[src/rtl/riscv_pkg.sv]
// Shared RISC-V core definitions.
// Opcode constants, NOP encoding and the fetch FSM states.
package riscv_pkg;

   localparam logic [6:0] OPC_RTYPE  = 7'b0110011;
   localparam logic [6:0] OPC_ITYPE  = 7'b0010011;
   localparam logic [6:0] OPC_LOAD   = 7'b0000011;
   localparam logic [6:0] OPC_STORE  = 7'b0100011;
   localparam logic [6:0] OPC_BRANCH = 7'b1100011;

   localparam logic [31:0] INSTR_NOP = 32'h0000_0013;

   typedef enum logic [2:0] {
      FS_IDLE = 3'd0,
      FS_REQ  = 3'd1,
      FS_WAIT = 3'd2,
      FS_HOLD = 3'd3,
      FS_HALT = 3'd4
   } fetch_state_t;

endpackage

[src/rtl/instr_fetch.sv]
// Instruction fetch stage: PC, one-deep imem request, held
// instruction for decode, redirect handling and sticky fault.
module instr_fetch
   import riscv_pkg::*;
#(
   parameter int              XLEN     = 32,
   parameter logic [XLEN-1:0] RESET_PC = '0
) (
   input  logic            clk,
   input  logic            rst_n,
   output logic            imem_req_valid,
   input  logic            imem_req_ready,
   output logic [XLEN-1:0] imem_req_addr,
   input  logic            imem_rsp_valid,
   input  logic [31:0]     imem_rsp_data,
   output logic            instr_valid,
   input  logic            instr_ready,
   output logic [31:0]     instr,
   output logic [XLEN-1:0] instr_pc,
   output logic [6:0]      opcode,
   input  logic            redirect_valid,
   input  logic [XLEN-1:0] redirect_pc,
   output logic            fetch_fault
);

   fetch_state_t    state;
   logic [XLEN-1:0] pc;
   logic [XLEN-1:0] req_addr;
   logic [XLEN-1:0] pc_inc;
   logic [31:0]     instr_q;
   logic [XLEN-1:0] ipc_q;
   logic            kill;
   logic            fault;
   logic            redir_ok;
   logic            redir_bad;

   // Redirect qualification and sequential PC.
   always_comb begin
      redir_ok  = redirect_valid && (redirect_pc[1:0] == 2'b00);
      redir_bad = redirect_valid && (redirect_pc[1:0] != 2'b00);
      pc_inc    = pc + XLEN'(4);
   end

   // Fetch FSM; req_addr only moves when a new request starts.
   always_ff @(posedge clk or negedge rst_n) begin
      if (!rst_n) begin
         state    <= FS_IDLE;
         pc       <= RESET_PC;
         req_addr <= RESET_PC;
         instr_q  <= INSTR_NOP;
         ipc_q    <= RESET_PC;
         kill     <= 1'b0;
         fault    <= 1'b0;
      end else if (state != FS_HALT && redir_bad) begin
         state <= FS_HALT;
         fault <= 1'b1;
         kill  <= 1'b0;
      end else begin
         unique case (state)
            FS_IDLE: begin
               state <= FS_REQ;
               if (redir_ok) begin
                  pc       <= redirect_pc;
                  req_addr <= redirect_pc;
               end
            end
            FS_REQ: begin
               if (redir_ok) begin
                  pc   <= redirect_pc;
                  kill <= 1'b1;
               end
               if (imem_req_ready) state <= FS_WAIT;
            end
            FS_WAIT: begin
               if (imem_rsp_valid) begin
                  kill  <= 1'b0;
                  state <= FS_REQ;
                  if (redir_ok) begin
                     pc       <= redirect_pc;
                     req_addr <= redirect_pc;
                  end else if (kill) begin
                     req_addr <= pc;
                  end else begin
                     instr_q <= imem_rsp_data;
                     ipc_q   <= pc;
                     state   <= FS_HOLD;
                  end
               end else if (redir_ok) begin
                  pc   <= redirect_pc;
                  kill <= 1'b1;
               end
            end
            FS_HOLD: begin
               if (redir_ok) begin
                  pc       <= redirect_pc;
                  req_addr <= redirect_pc;
                  state    <= FS_REQ;
               end else if (instr_ready) begin
                  pc       <= pc_inc;
                  req_addr <= pc_inc;
                  state    <= FS_REQ;
               end
            end
            FS_HALT: begin
               state <= FS_HALT;
            end
            default: begin
               state <= FS_IDLE;
            end
         endcase
      end
   end

   // Outputs come from registers or state decode only.
   always_comb begin
      imem_req_valid = (state == FS_REQ);
      imem_req_addr  = req_addr;
      instr_valid    = (state == FS_HOLD);
      instr          = instr_q;
      instr_pc       = ipc_q;
      opcode         = instr_q[6:0];
      fetch_fault    = fault;
   end

endmodule

[config.mk]
export PLATFORM = sky130hd
export DESIGN_NAME = instr_fetch
export DESIGN_NICKNAME = d
export VERILOG_FILES = /design/src/rtl/riscv_pkg.sv /design/src/rtl/instr_fetch.sv
export SDC_FILE = /design/constraint.sdc
export NUM_CORES = 1
export LEC_CHECK = 0
export CAP_MARGIN = 20
export CORE_MARGIN = 2
export CORE_UTILIZATION = 45
export CTS_CLUSTER_DIAMETER = 30
export CTS_CLUSTER_SIZE = 30
export DETAILED_ROUTE_END_ITERATION = 10
export GPL_ROUTABILITY_DRIVEN = 1
export GPL_TIMING_DRIVEN = 0
export PLACE_DENSITY = 0.75
export SLEW_MARGIN = 20
export SYNTH_ARGS = -nofsm -noshare
export SYNTH_HDL_FRONTEND = slang
export SYNTH_SLANG_ARGS = --single-unit
[constraint.sdc]
create_clock -name clk -period 2.2 [get_ports clk]
set_input_delay 0.22 -clock clk [delete_from_list [all_inputs] [get_ports clk]]
set_output_delay 0.22 -clock clk [all_outputs]
set_load 0.03 [all_outputs]
==> flow_summary_export.csv <==
group,metric,value,unit
detailed_routing,drtIter0Drc,589,
worst_setup_path,cp.required,2.49,ns
detailed_routing,ant_nets,0,
die,die_y,127,um
finish,fillers,1206,
die,coreArea,15000,um2
placed_design,post_dp_cell_area,8850,um2
detailed_routing,wl_per_cell,19.2,um
grt,gr-total-overflow,0,
synth,synth_cells,667,
clock_network,clkSlewWorstSetupHoldPaths,0.06,ns
die,die_area,16200,um2
timing,max-slew-margin-rel,56.1,%
synth,synth_top_area_share,47.6,%
detailed_routing,viasPerCell,5.87,
finish,instances_no_fill,1065,
grt,track_usage,25.4,%
detailed_routing,totalWireLength,20500,um
synth,synth_nets,738,
worst_setup_path,path_cells,"clkdlybuf4s50_1 -> or3b_1 -> buf_2 -> nor2_1 -> o221ai_1 -> clkbuf_4 -> buf_2 -> a221oi_1 -> a21oi_1",
worst_setup_path,startpoint_type,"primary input",
finish,fin_area,9590,um2
die,io_pins,176,
grt,grt_pass1_wl,32000,um
placed_design,dp_hpwl,14500,um
worst_setup_path,rrSetupSlack,0.09,ns
placed_design,gp_congestion,0.867,
power_and_ir_drop,switchingPower,4820,uW
placed_design,dp_cells,1031,
timing,slew_viol_final,0,
synth,synthArstFlopShare,100,%
finish,areaGrowthSynthToFinish,40.4,%
synth,synth-edff-count,0,
synth,ys_ff_latch,133,
min_path,min_path_type,"in -> reg",
finish,final_nets,936,
detailed_routing,drc,0,
finish,diodes,0,
worst_setup_path,critical_path.max_fanout,10,
grt,grt_max_degree,82,
synth,ys_warn_count,0,
worst_setup_path,slowest_stage,"clkdlybuf4s50_1",
power_and_ir_drop,pwr_density_cell,1300,nW/um2
grt,antenna_found_initial,0,
flow_run,maxCapViolCount,0,
clock_network,clk_latency,0.42,ns
die,start_util,45.4,%
worst_setup_path,cp_top_family,"buffers and inverters",
timing,worstMarginPinSlew,0.656,ns
finish,layout_commonest_cell,"clkdlybuf4s50_1",
power_and_ir_drop,pwr-share-seq,33.5,%
placed_design,io_buffers,175,
die,die_w,127,um
detailed_routing,vias,6253,
worst_setup_path,endpoint_kind,"flop",
grt,first_global_vias,5844,
clock_network,htree_levels,4,
timing,fin_skew,0.00671,ns
power_and_ir_drop,p_clk_share,23.2,%
finish,multi_input_area,3120,um2
finish,final_cell_mix,"clkdlybuf4s50_1, dfrtp_1, nor2_1",
synth,yosysTopAreaCell,"dfrtp_1",
finish,regArea,3330,um2
power_and_ir_drop,netSwitchingFraction,38.7,%
clock_network,cts_root_buffer,"clkbuf_16",
worst_setup_path,slowest_delay,0.53,ns
die,num_rows,45,
timing,setup_viol,0,
timing,period_share,96.2,%
timing,period_minus_slack,2.12,ns
power_and_ir_drop,p_leak,0.00406,uW
synth,synth.yosys.seq_area_share,48.8,%
timing,hold_viol_final,0,
timing,whs,0.292,ns
clock_network,cts_tree,"built",
detailed_routing,drt_pass1_iterations,5,
finish,drive_above_1_share,21.3,%
worst_setup_path,critPathKind,"in -> reg",
power_and_ir_drop,intPower,7630,uW
worst_setup_path,crit_arrival,2.41,ns
worst_setup_path,crit_top_cell,"buf_2",
synth,synth_area,6830,um2
power_and_ir_drop,vdd_ir_drop_max,0.627,mV
clock_network,ctsLongestPathBuffers,2,
timing,timing.fmax,473,MHz
synth,yosys-top-cells-area,"dfrtp_1, mux2_2, a21oi_1, nor2_1, o21ai_0",
clock_network,cts.sink_count,133,
synth,ys_types,61,
worst_setup_path,path_buf_inv,4,
synth,synth-main-ff-cell,"dfrtp_1",
synth,synth_area_per_cell,10.2,um2
power_and_ir_drop,combPwrFrac,43.3,%
clock_network,cts-buffers-inserted,17,
run_status,status,"complete, no violations",
[path summary, 6_finish.rpt]
check	startpoint	endpoint	cells past startpoint
worst max-delay path	redirect_valid	imem_req_addr[31]$_DFFE_PN0P_	9
worst min-delay path	redirect_pc[0]	state[2]$_DFFE_PN0P_	3
worst max register to register	pc[2]$_DFFE_PN0P_	pc[31]$_DFFE_PN0P_	6
worst min register to register	fetch_fault$_DFFE_PN0P_	fetch_fault$_DFFE_PN0P_	1
max in group asynchronous	rst_n	pc[3]$_DFFE_PN0P_	3
min in group asynchronous	rst_n	instr[21]$_DFFE_PN0P_	2
[layer usage]
| layer | global-route usage [%] | routed length [um] |
|---|---|---|
| met3 | 4.40 | 1390 |
| met2 | 39.4 | 9800 |
| met5 | 0 | 0 |
| met1 | 35.4 | 8670 |
| met4 | 10.5 | 625 |
[power by group through the flow]
stage | logic (uW) | clock network (uW) | registers (uW)
after CTS | 5360 | 2910 | 4160
after global placement | 5220 | 0 | 4170
after detailed placement | 5290 | 0 | 4190
final | 5390 | 2880 | 4170
after floorplan | 1810 | 0 | 5390
after global routing | 5720 | 3050 | 4290
[area by class of cell]
type / count / area share [%]
buffer: 64 / 4.92
clock buffer: 22 / 4.94
clock inverter: 9 / 1.32
inverter: 5 / 0.196
multi-input combinational: 465 / 32.6
sequential: 133 / 34.8
tap: 188 / 2.45
timing repair buffer: 179 / 18.8
[logic make-up (layout without fill, tap and decap cells)]
group	count (synthesis)	after routing	synth area share, %
mux	70	70	11.4
flops	133	133	48.8
buf+inv	69	279	6.30
fa+ha+maj	1	1	0.183
xor+xnor	15	15	1.92
compound gates	172	172	16.4
simple gates	207	207	15.0
[synthesized netlist by cell type, types with 9 or more instances]
cell type  number
buf_2          25
nor2_1         71
clkbuf_1       11
nand2_1        43
o31ai_1        11
a221oi_1       18
or4_1          12
o21ai_0        37
a21oi_1        60
nand4_1        15
buf_4          14
nand3_1        31
dfrtp_1       130
mux2_2         65
xnor2_1         9
[state kept, by name, indices dropped and copies added (netlist names)]
signal / count
fetch_fault: 1
imem_req_addr: 32
instr_pc: 32
kill: 1
state: 3
pc: 32
instr: 32
[stage by stage]
stage	setup slack, ns	power [uW]	setup TNS (ns)	utilization [%]
CTS	-0.0147	12400	-0.0331	63.2
finish	0.0844	12400	0	63.8
detailed placement	-0.378	9480	-35.77	58.9
global route	-0.0170	13100	-0.335	63.8
global placement	-4.48	9390	-629.62	58.7
floorplan	0.213	7190	0	-
[timing repair]
item | CTS | global route
setup endpoints to repair | 78 | 103
endpoints found under the hold margin | 49 | 0
hold buffers | 1 | 0
pin swaps | 0 | 0
buffers inserted | 2 | 0
gates resized for setup | 14 | 37
[worst reg2reg max path, stage by stage, from the launching register on]
cell	delay, ns
dfrtp_1	0.36
clkbuf_4	0.19
nand4_1	0.29
nor4_2	0.40
a211oi_1	0.12
or3b_2	0.50
a21oi_1	0.16
(Power assumes the default switching activity.)
